==> src/rtl/dcache_responder_if.sv <==
// Bundles the memory-stage request/response signals and the memory-controller
// handshake of the data cache; "slave" is the cache, "master" is its environment.
interface dcache_responder_if;
    logic        dmemREN;
    logic        dmemWEN;
    logic [31:0] dmemaddr;
    logic [31:0] dmemstore;
    logic        dhit;
    logic [31:0] dmemload;
    logic        halt;
    logic        flushed;
    logic        dREN;
    logic        dWEN;
    logic [31:0] daddr;
    logic [31:0] dstore;
    logic [31:0] dload;
    logic        dwait;

    modport slave (
        input  dmemREN, dmemWEN, dmemaddr, dmemstore, halt, dload, dwait,
        output dhit, dmemload, flushed, dREN, dWEN, daddr, dstore
    );

    modport master (
        output dmemREN, dmemWEN, dmemaddr, dmemstore, halt, dload, dwait,
        input  dhit, dmemload, flushed, dREN, dWEN, daddr, dstore
    );
endinterface

==> src/rtl/dcache_responder.sv <==
// Direct-mapped, one-word-line, write-through, no-write-allocate data cache.
// Define DCACHE_STATS_EN to add the hit_count / miss_count output ports.
module dcache_responder #(
    parameter int SETS = 16,
    localparam int IDX_W = $clog2(SETS)
) (
    input  logic        CLK,
    input  logic        RST,
`ifdef DCACHE_STATS_EN
    output logic [31:0] hit_count,
    output logic [31:0] miss_count,
`endif
    dcache_responder_if.slave bus
);
    localparam int TAG_W = 30 - IDX_W;

    localparam logic [2:0] IDLE  = 3'd0;
    localparam logic [2:0] FETCH = 3'd1;
    localparam logic [2:0] WRITE = 3'd2;
    localparam logic [2:0] FLUSH = 3'd3;
    localparam logic [2:0] DONE  = 3'd4;

    logic [2:0]       state_reg;
    logic [2:0]       state_next;
    logic [SETS-1:0]  valid_reg;
    logic [TAG_W-1:0] tag_mem  [SETS];
    logic [31:0]      data_mem [SETS];

    logic [IDX_W-1:0] idx;
    logic [TAG_W-1:0] tag;
    logic [31:0]      word_addr;
    logic             line_hit;
    logic             fetch_done;
    logic             write_done;
    logic             read_hit;
    logic             unused_addr;

    assign idx         = bus.dmemaddr[IDX_W+1:2];
    assign tag         = bus.dmemaddr[31:IDX_W+2];
    assign word_addr   = {bus.dmemaddr[31:2], 2'b00};
    assign unused_addr = &{1'b0, bus.dmemaddr[1:0]};

    assign line_hit   = valid_reg[idx] && (tag_mem[idx] == tag);
    assign fetch_done = (state_reg == FETCH) && !bus.dwait;
    assign write_done = (state_reg == WRITE) && !bus.dwait;
    // halt and a pending write both pre-empt a read hit in IDLE
    assign read_hit   = (state_reg == IDLE) && !bus.halt && !bus.dmemWEN &&
                        bus.dmemREN && line_hit;

    always_comb begin
        state_next   = state_reg;
        bus.dhit     = 1'b0;
        bus.dmemload = 32'd0;
        bus.dREN     = 1'b0;
        bus.dWEN     = 1'b0;
        bus.daddr    = 32'd0;
        bus.dstore   = 32'd0;
        bus.flushed  = 1'b0;
        case (state_reg)
            IDLE: begin
                if (bus.halt) begin
                    state_next = FLUSH;
                end else if (bus.dmemWEN) begin
                    state_next = WRITE;
                end else if (bus.dmemREN) begin
                    if (line_hit) begin
                        bus.dhit     = 1'b1;
                        bus.dmemload = data_mem[idx];
                    end else begin
                        state_next = FETCH;
                    end
                end
            end
            FETCH: begin
                bus.dREN  = 1'b1;
                bus.daddr = word_addr;
                if (!bus.dwait) begin
                    bus.dhit     = 1'b1;
                    bus.dmemload = bus.dload;
                    state_next   = IDLE;
                end
            end
            WRITE: begin
                bus.dWEN   = 1'b1;
                bus.daddr  = word_addr;
                bus.dstore = bus.dmemstore;
                if (!bus.dwait) begin
                    bus.dhit   = 1'b1;
                    state_next = IDLE;
                end
            end
            FLUSH: state_next = DONE;
            DONE:  bus.flushed = 1'b1;
            default: state_next = IDLE;
        endcase
    end

    always_ff @(posedge CLK) begin
        if (RST) begin
            state_reg <= IDLE;
        end else begin
            state_reg <= state_next;
        end
    end

    // One valid flop per line so FLUSH can clear the whole cache in a cycle.
    for (genvar gi = 0; gi < SETS; gi++) begin : g_valid
        always_ff @(posedge CLK) begin
            if (RST || state_reg == FLUSH) begin
                valid_reg[gi] <= 1'b0;
            end else if (fetch_done && idx == IDX_W'(gi)) begin
                valid_reg[gi] <= 1'b1;
            end
        end
    end

    // Tag/data storage needs no reset; a line is only trusted via valid_reg.
    always_ff @(posedge CLK) begin
        if (!RST) begin
            if (fetch_done) begin
                data_mem[idx] <= bus.dload;
                tag_mem[idx]  <= tag;
            end else if (write_done && line_hit) begin
                data_mem[idx] <= bus.dmemstore;
            end
        end
    end

`ifdef DCACHE_STATS_EN
    logic [31:0] hit_count_reg;
    logic [31:0] miss_count_reg;
    logic        miss_start;

    assign miss_start = (state_reg != FETCH) && (state_next == FETCH);

    always_ff @(posedge CLK) begin
        if (RST) begin
            hit_count_reg  <= 32'd0;
            miss_count_reg <= 32'd0;
        end else begin
            if (read_hit) begin
                hit_count_reg <= hit_count_reg + 32'd1;
            end
            if (miss_start) begin
                miss_count_reg <= miss_count_reg + 32'd1;
            end
        end
    end

    assign hit_count  = hit_count_reg;
    assign miss_count = miss_count_reg;
`else
    logic unused_read_hit;
    assign unused_read_hit = read_hit;
`endif
endmodule

==> src/flat_wrapper.sv <==
// flat-port wrapper written by rule: the top's interface ports become plain ports
module dcache_responder_flat 
#(
    parameter int SETS = 16,
    localparam int IDX_W = $clog2(SETS)
)
  (CLK, RST, bus_dmemREN, bus_dmemWEN, bus_dmemaddr, bus_dmemstore, bus_halt, bus_dload, bus_dwait, bus_dhit, bus_dmemload, bus_flushed, bus_dREN, bus_dWEN, bus_daddr, bus_dstore);
  dcache_responder_if bus_i ();
  input  logic CLK;
  input  logic RST;
  input wire logic [$bits(bus_i.dmemREN)-1:0] bus_dmemREN;
  input wire logic [$bits(bus_i.dmemWEN)-1:0] bus_dmemWEN;
  input wire logic [$bits(bus_i.dmemaddr)-1:0] bus_dmemaddr;
  input wire logic [$bits(bus_i.dmemstore)-1:0] bus_dmemstore;
  input wire logic [$bits(bus_i.halt)-1:0] bus_halt;
  input wire logic [$bits(bus_i.dload)-1:0] bus_dload;
  input wire logic [$bits(bus_i.dwait)-1:0] bus_dwait;
  output wire logic [$bits(bus_i.dhit)-1:0] bus_dhit;
  output wire logic [$bits(bus_i.dmemload)-1:0] bus_dmemload;
  output wire logic [$bits(bus_i.flushed)-1:0] bus_flushed;
  output wire logic [$bits(bus_i.dREN)-1:0] bus_dREN;
  output wire logic [$bits(bus_i.dWEN)-1:0] bus_dWEN;
  output wire logic [$bits(bus_i.daddr)-1:0] bus_daddr;
  output wire logic [$bits(bus_i.dstore)-1:0] bus_dstore;
  assign bus_i.dmemREN = bus_dmemREN;
  assign bus_i.dmemWEN = bus_dmemWEN;
  assign bus_i.dmemaddr = bus_dmemaddr;
  assign bus_i.dmemstore = bus_dmemstore;
  assign bus_i.halt = bus_halt;
  assign bus_i.dload = bus_dload;
  assign bus_i.dwait = bus_dwait;
  assign bus_dhit = bus_i.dhit;
  assign bus_dmemload = bus_i.dmemload;
  assign bus_flushed = bus_i.flushed;
  assign bus_dREN = bus_i.dREN;
  assign bus_dWEN = bus_i.dWEN;
  assign bus_daddr = bus_i.daddr;
  assign bus_dstore = bus_i.dstore;
  dcache_responder #(.SETS(SETS)) u_core (.CLK(CLK), .RST(RST), .bus(bus_i));
endmodule
==> config.mk <==
export PLATFORM = sky130hd
export DESIGN_NAME = dcache_responder_flat
export DESIGN_NICKNAME = d
export VERILOG_FILES = /design/src/rtl/dcache_responder_if.sv /design/src/rtl/dcache_responder.sv /design/src/flat_wrapper.sv
export SDC_FILE = /design/constraint.sdc
export NUM_CORES = 1
export LEC_CHECK = 0
export BUFFER_PORTS_ARGS = -buffer_cell sky130_fd_sc_hd__buf_2
export CAP_MARGIN = 0
export CORE_ASPECT_RATIO = 1.4
export CORE_MARGIN = 8
export CORE_UTILIZATION = 55
export DETAILED_ROUTE_END_ITERATION = 7
export PLACE_DENSITY = 0.77
export SLEW_MARGIN = 20
export SYNTH_ARGS = -nofsm -noshare
export SYNTH_HDL_FRONTEND = slang
export SYNTH_SLANG_ARGS = --single-unit
==> constraint.sdc <==
create_clock -name CLK -period 11.75 [get_ports CLK]
set_input_delay 1.7625 -clock CLK [delete_from_list [all_inputs] [get_ports CLK]]
set_output_delay 1.7625 -clock CLK [all_outputs]
set_load 0.005 [all_outputs]
==> impl_metrics.tcl, run 1 <==
set metrics [dict create \
    outcome "completed" \
    cpMostUsedCell "buf_4" \
    synth.most_common_cell "edfxtp_1" \
    ir_drop_v 0.000138 \
    crit_slowest_cell "buf_4" \
    tightestPinTransition_ns 1.15 \
    core_um2 69900 \
    clk_path_buf_depth 3 \
    area_delta_synth_final_pct 13.1 \
    crit_path_end_kind "primary output" \
    grt_max_degree 113 \
    dieArea_um2 79100 \
    fmax_mhz 120 \
    yosysWarnings 0 \
    clock_sinks 947 \
    place_ws_ns 3.38 \
    n_antenna_cell 0 \
    antenna_found_initial 2 \
    synth_area_leader_cell "edfxtp_1" \
    cts_tree "built" \
    slowest_delay_ns 0.79 \
    grt_use_total 0.234 \
    clk_pin_slew_ns 0.06 \
    cp_num_cells 12 \
    routabilityCongestion 0.844 \
    timing.slew.headroom 0.231 \
    syn_area_per_cell_um2 19.8 \
    yosys.area.top_type_share 0.722 \
    leakagePower_nw 14.3 \
    start_util 0.552 \
    rsz0062_at_grt "false" \
    cts-root-buf "clkbuf_16" \
    final.period_utilization 0.707 \
    fin_ws_ns 3.45 \
    grt-ovfl-total 0 \
    critPathTopFamily "buffers and inverters" \
    worstPathRequired_ns 9.99 \
    port_buffers 197 \
    min_path_cells 2 \
    crit_buf_inv 4 \
    critPathArrivalTime_ns 6.54 \
    cts_resized 0 \
    clk_latency_ns 0.65 \
    viasPerCell 6.43 \
    power_density_nw_per_um2 159 \
    seq_area_frac_synth 0.731 \
    largest_register_ffs 512 \
    synth-main-ff-cell "edfxtp_1" \
    drt_wl_total_um 92900 \
    avgRoutedWirePerCell_um 29.4 \
    netlist_top_cells_area "edfxtp_1 72%, mux4_2 13%, mux2i_1 2.4%" \
    synth_seq_cells 947 \
    cts-htree-levels 3 \
    drive_gt1_frac 0.311 \
    syn_inst 1948 \
    grt_pass1_vias 21310 \
    worstPathCellList "buf_8 -> buf_4 -> mux4_2 -> xnor2_1 -> a32oi_1 -> o41ai_1 -> o2111ai_1 -> a2111oi_4 -> nand4_1 -> buf_4 -> o21ai_0 -> buf_2" \
    post-route-min-period_ns 8.30 \
    final_cells 3160 \
    setup_viol 0 \
    worstPathMaxFanout 59 \
    synth_common_cells "928 x edfxtp_1, 231 x mux4_2, 109 x nand2_1" \
    startpoint_type "input pin" \
    syn_area_um2 38600 \
    io_pins 202 \
    grt_pass1_wl_um 136000 \
    dpl.cell_count 2997 \
    crit_type "input pin to primary output" \
    hold_viol 0 \
    reg2reg_depth 8 \
    ant_nets 0 \
    drc_errors 0 \
    power_mw 6.96 \
    die_h_um 330 \
    min_path_type "register to register" \
    die_x_um 240 \
    postCtsHoldBufs 0 \
    drt_iter0_drc 2261 \
    finalMaxSlewViolations 0 \
    vias 20325 \
    async_flop_share 0 \
    rows 115 \
    dr.pass1.iters 6 \
    nets 2258 \
    numCtsBuffers 85 \
    finClkSkew_ns 0.0354 \
    synth_edf_count 928 \
    cap_violations 0 \
    synth.distinct_cells 70 \
    post_cts_buffers 0 \
    tns_ns 0 \
    hpwl_um 50800 \
]
==> cells by family after synthesis <==
family / Yosys count / synth area share
AO/OA/AOI/OAI: 182 / 0.0328
flip-flops: 947 / 0.731
multiplexers: 377 / 0.177
AND/OR/NAND/NOR: 292 / 0.0357
other: 1 / 0.0000971
buffers and inverters: 137 / 0.0208
XOR/XNOR: 12 / 0.00272
==> through the flow <==
step,utilization,instance area [um^2],hold slack [ns]
2_1_floorplan,-,38600,0.432
3_3_place_gp,0.582,40700,0.443
3_5_place_dp,0.582,40700,0.465
4_1_cts,0.621,43500,0.481
5_1_grt,0.625,43700,0.513
6_report,0.625,43700,0.481
==> path summary, 6_finish.rpt <==
kind	from	endpoint	slack [ns]
min reg2reg	u_core.valid_reg[4]$_SDFFE_PP0P_	u_core.valid_reg[4]$_SDFFE_PP0P_	0.48
max reg2reg	u_core.tag_mem[11][21]$_DFFE_PP_	u_core.data_mem[4][0]$_DFFE_PP_	7.19
max	bus_dmemaddr[2]	bus_dmemload[14]	3.45
min	u_core.valid_reg[4]$_SDFFE_PP0P_	u_core.valid_reg[4]$_SDFFE_PP0P_	0.48
==> power breakdown <==
group | total [mW] | internal [mW] | switching, mW | leakage (nW)
clock | 2.78 | 1.57 | 1.21 | 1.36
sequential | 3.72 | 3.72 | 0.00538 | 8.49
combinational | 0.458 | 0.182 | 0.276 | 4.44
total | 6.96 | 5.46 | 1.50 | 14.3
==> per-layer routing <==
layer  GRT usage  wire, um  vias up
li1            -         -     8406
met2       0.403     48200     1177
met3      0.0348      7560      169
met5           0         0        -
met4      0.0847      2720        0
met1       0.302     34400    10573
==> worst reg2reg max path, delay by kind of cell (launching register included) <==
kind             cells  cell delay (ns)
flip-flops           1             0.36
AND/OR/NAND/NOR      3             1.45
multiplexers         2             0.86
AO/OA/AOI/OAI        3             1.59
==> layout make-up <==
cell class,instances,area (um^2)
flip-flops and latches,947,28200
clock inverters,50,531
fillers,4698,26200
repair buffers,239,1510
well taps,936,1170
clock buffers,105,2240
multi-input cells,865,9910
inverters,18,70.1
==> cell usage in the layout (no fill, tap or decap), types with 16 or more instances in the layout <==
cell,instances
a21oi_4,16
a31oi_1,20
and2_1,38
buf_2,193
buf_4,33
clkbuf_1,17
clkbuf_16,86
clkinv_1,16
clkinv_2,17
dfxtp_1,19
edfxtp_1,928
inv_1,17
mux2_2,29
mux2_4,23
mux2i_1,91
mux4_2,231
nand2_1,108
nor2_1,50
nor2_4,17
nor2b_1,26
o21ai_0,28
o21ai_1,17
Note: power is estimated with default switching activity, not from simulation.
==> run 2: changes to the inputs <==
==> constraint.sdc (replaced) <==
create_clock -name CLK -period 8.47 [get_ports CLK]
set_input_delay 1.2705 -clock CLK [delete_from_list [all_inputs] [get_ports CLK]]
set_output_delay 1.2705 -clock CLK [all_outputs]
set_load 0.005 [all_outputs]
==> run 2 against run 1 <==
- global-route usage shrank 0.068 points
- sequential share of layout area up 0.11 points
- count of clock-buffer cells in the layout unchanged
- combinational power is 39% higher
- clock power grew 35%
- clock skew fell by 0.0034 ns
- critical path depth is 1 lower
- worst hold slack better by 0.0038 ns
- core utilization down 0.11 points
- power up 37%
- sequential cell count stayed put
- largest power group unchanged
- highest routed layer unchanged
==> impl_metrics.tcl, run 2 (synthesis gave the netlist of run 1 again) <==
set metrics [dict create \
    worstPathRequired_ns 7.20 \
    reg2reg_depth 9 \
    largest_register_ffs 512 \
    p_int_mw 7.49 \
    area_delta_synth_final_pct 12.9 \
    min_path_cells 2 \
    slowest_delay_ns 0.67 \
    crit_buf_inv 3 \
    clk_pin_slew_ns 0.06 \
    worstPathCellList "buf_8 -> buf_12 -> mux2_1 -> a32oi_1 -> o311ai_1 -> o41ai_1 -> o2111ai_1 -> a2111oi_4 -> nand4_1 -> o21ai_0 -> buf_2" \
    tns_ns 0 \
    ant_nets 0 \
    dr.pass1.iters 6 \
    avgRoutedWirePerCell_um 29.4 \
    critPathArrivalTime_ns 5.68 \
    post-route-util 0.624 \
    timing.slew.headroom 0.223 \
    post_cts_buffers 0 \
    nets 2261 \
    cts-htree-levels 3 \
    crit_type "input pin to primary output" \
    cts-root-buf "clkbuf_16" \
    hp-start "u_core.valid_reg[3]$_SDFFE_PP0P_" \
    rows 115 \
    hpwl_um 51500 \
    whs_endpoint "u_core.valid_reg[3]$_SDFFE_PP0P_" \
    hold_viol 0 \
    switching_share 0.215 \
    fmax_mhz 144 \
    power_switching_mw 2.06 \
    r2r-end "u_core.data_mem[15][30]$_DFFE_PP_" \
    numCtsBuffers 85 \
    grt-ovfl-total 0 \
    finalMaxSlewViolations 0 \
    start_util 0.552 \
    ir_drop_v 0.000194 \
    rsz0062_at_grt "false" \
    holdWs_ns 0.485 \
    die_h_um 330 \
    drt_iter0_drc 2229 \
    r2r-start "u_core.tag_mem[7][11]$_DFFE_PP_" \
    grt_max_degree 100 \
    crit_path_end_kind "primary output" \
    clockPowerShare 0.393 \
    vias 20419 \
    cap_violations 0 \
    worstPathMaxFanout 99 \
    final_cell_mix "928 x edfxtp_1, 231 x mux4_2, 193 x buf_2" \
    io_pins 202 \
    drt_wl_total_um 93200 \
    min_path_type "register to register" \
    critPathTopFamily "compound AO/OA/AOI/OAI gates" \
    fin_ws_ns 1.52 \
    combPwrFrac 0.067 \
    final_common_cell "edfxtp_1" \
    post-route-min-period_ns 6.95 \
    core_um2 69900 \
    cts_tree "built" \
    nFillCells 4742 \
    viasPerCell 6.45 \
    dieArea_um2 79100 \
    postCtsHoldBufs 0 \
    routabilityCongestion 0.832 \
    clk_path_buf_depth 3 \
    setup_viol 0 \
    die_x_um 240 \
    final.period_utilization 0.820 \
    grt_pass1_vias 21332 \
    startpoint_type "input pin" \
    clk_latency_ns 0.64 \
    antenna_found_initial 1 \
    finClkSkew_ns 0.0320 \
    drive_gt1_frac 0.307 \
    power_frac_seq 0.540 \
    power_density_nw_per_um2 219 \
    reg2reg_slack_ns 3.66 \
    port_buffers 197 \
    tightestPinTransition_ns 1.16 \
    clock_sinks 947 \
    grt_pass1_wl_um 135000 \
    grt_use_total 0.234 \
    cts_resized 0 \
    drc_errors 0 \
    place_ws_ns 1.64 \
    outcome "completed" \
    crit_slowest_cell "buf_8" \
    leakagePower_nw 14.2 \
]
## run 2: changes by cell type in the layout (fill, tap and decap cells not counted), sizes merged
| cell | before | now |
|---|---|---|
| clkinv | 36 | 42 |
| bufinv | 9 | 6 |
| buf | 239 | 242 |
| diode | 0 | 2 |
| inv | 21 | 20 |
## run 2: how the worst max path moves through the flow
stage                     from                               end  slack, ns  depth (start not counted)
2_1_floorplan  bus_dmemaddr[3]  u_core.data_mem[13][0]$_DFFE_PP_       2.79                         12
3_3_place_gp   bus_dmemaddr[3]                  bus_dmemload[14]       1.64                         11
3_5_place_dp   bus_dmemaddr[3]                  bus_dmemload[14]       1.64                         11
4_1_cts        bus_dmemaddr[3]                  bus_dmemload[14]       1.61                         11
5_1_grt        bus_dmemaddr[2]                  bus_dmemload[31]       1.41                         12
6_report       bus_dmemaddr[3]                  bus_dmemload[14]       1.52                         11
## run 2: metal layers
layer  part of all wire  global-route usage  vias to the layer above
met5                  0                   0                        -
met4              0.039               0.107                        0
met3              0.086              0.0404                      209
met2               0.51               0.397                     1245
met1               0.36               0.292                    10550
li1                   -                   -                     8415
## run 2: layout make-up
cell class | count | area [um^2] | share of cell area
sequential | 947 | 28200 | 0.648
antenna | 2 | 5.00 | 0.000115
inverter | 18 | 70.1 | 0.00161
clock inverter | 52 | 412 | 0.00944
clock buffer | 105 | 2270 | 0.0520
tap | 936 | 1170 | 0.0269
timing repair buffer | 242 | 1530 | 0.0350
multi-input combinational | 865 | 9910 | 0.227
## run 2: through the flow
stage / instance area [um^2] / power, mW / std cells
2_1_floorplan: 38600 / 5.65 / 1949
3_3_place_gp: 40700 / 5.88 / 3000
3_5_place_dp: 40700 / 5.90 / 3000
4_1_cts: 43400 / 9.59 / 3157
5_1_grt: 43600 / 9.79 / 3165
6_report: 43600 / 9.55 / 3167
## run 2: worst register-to-register path, delay by kind of cell, from the launching register on
kind | cells | cell delay (ns)
AOI/OAI and AO/OA | 5 | 2.05
and+or+nand+nor | 1 | 0.63
buffers and inverters | 1 | 0.55
muxes | 1 | 0.49
DFF | 1 | 0.37
xor gates and xnor gates | 1 | 0.32
## run 2: power groups by stage
stage          registers (mW)  clock network [mW]  logic (mW)
4_1_cts                  5.16                3.79       0.640
6_report                 5.16                3.75       0.638
3_5_place_dp             5.26                   0       0.634
2_1_floorplan            5.26                   0       0.389
3_3_place_gp             5.26                   0       0.615
5_1_grt                  5.16                3.95       0.682
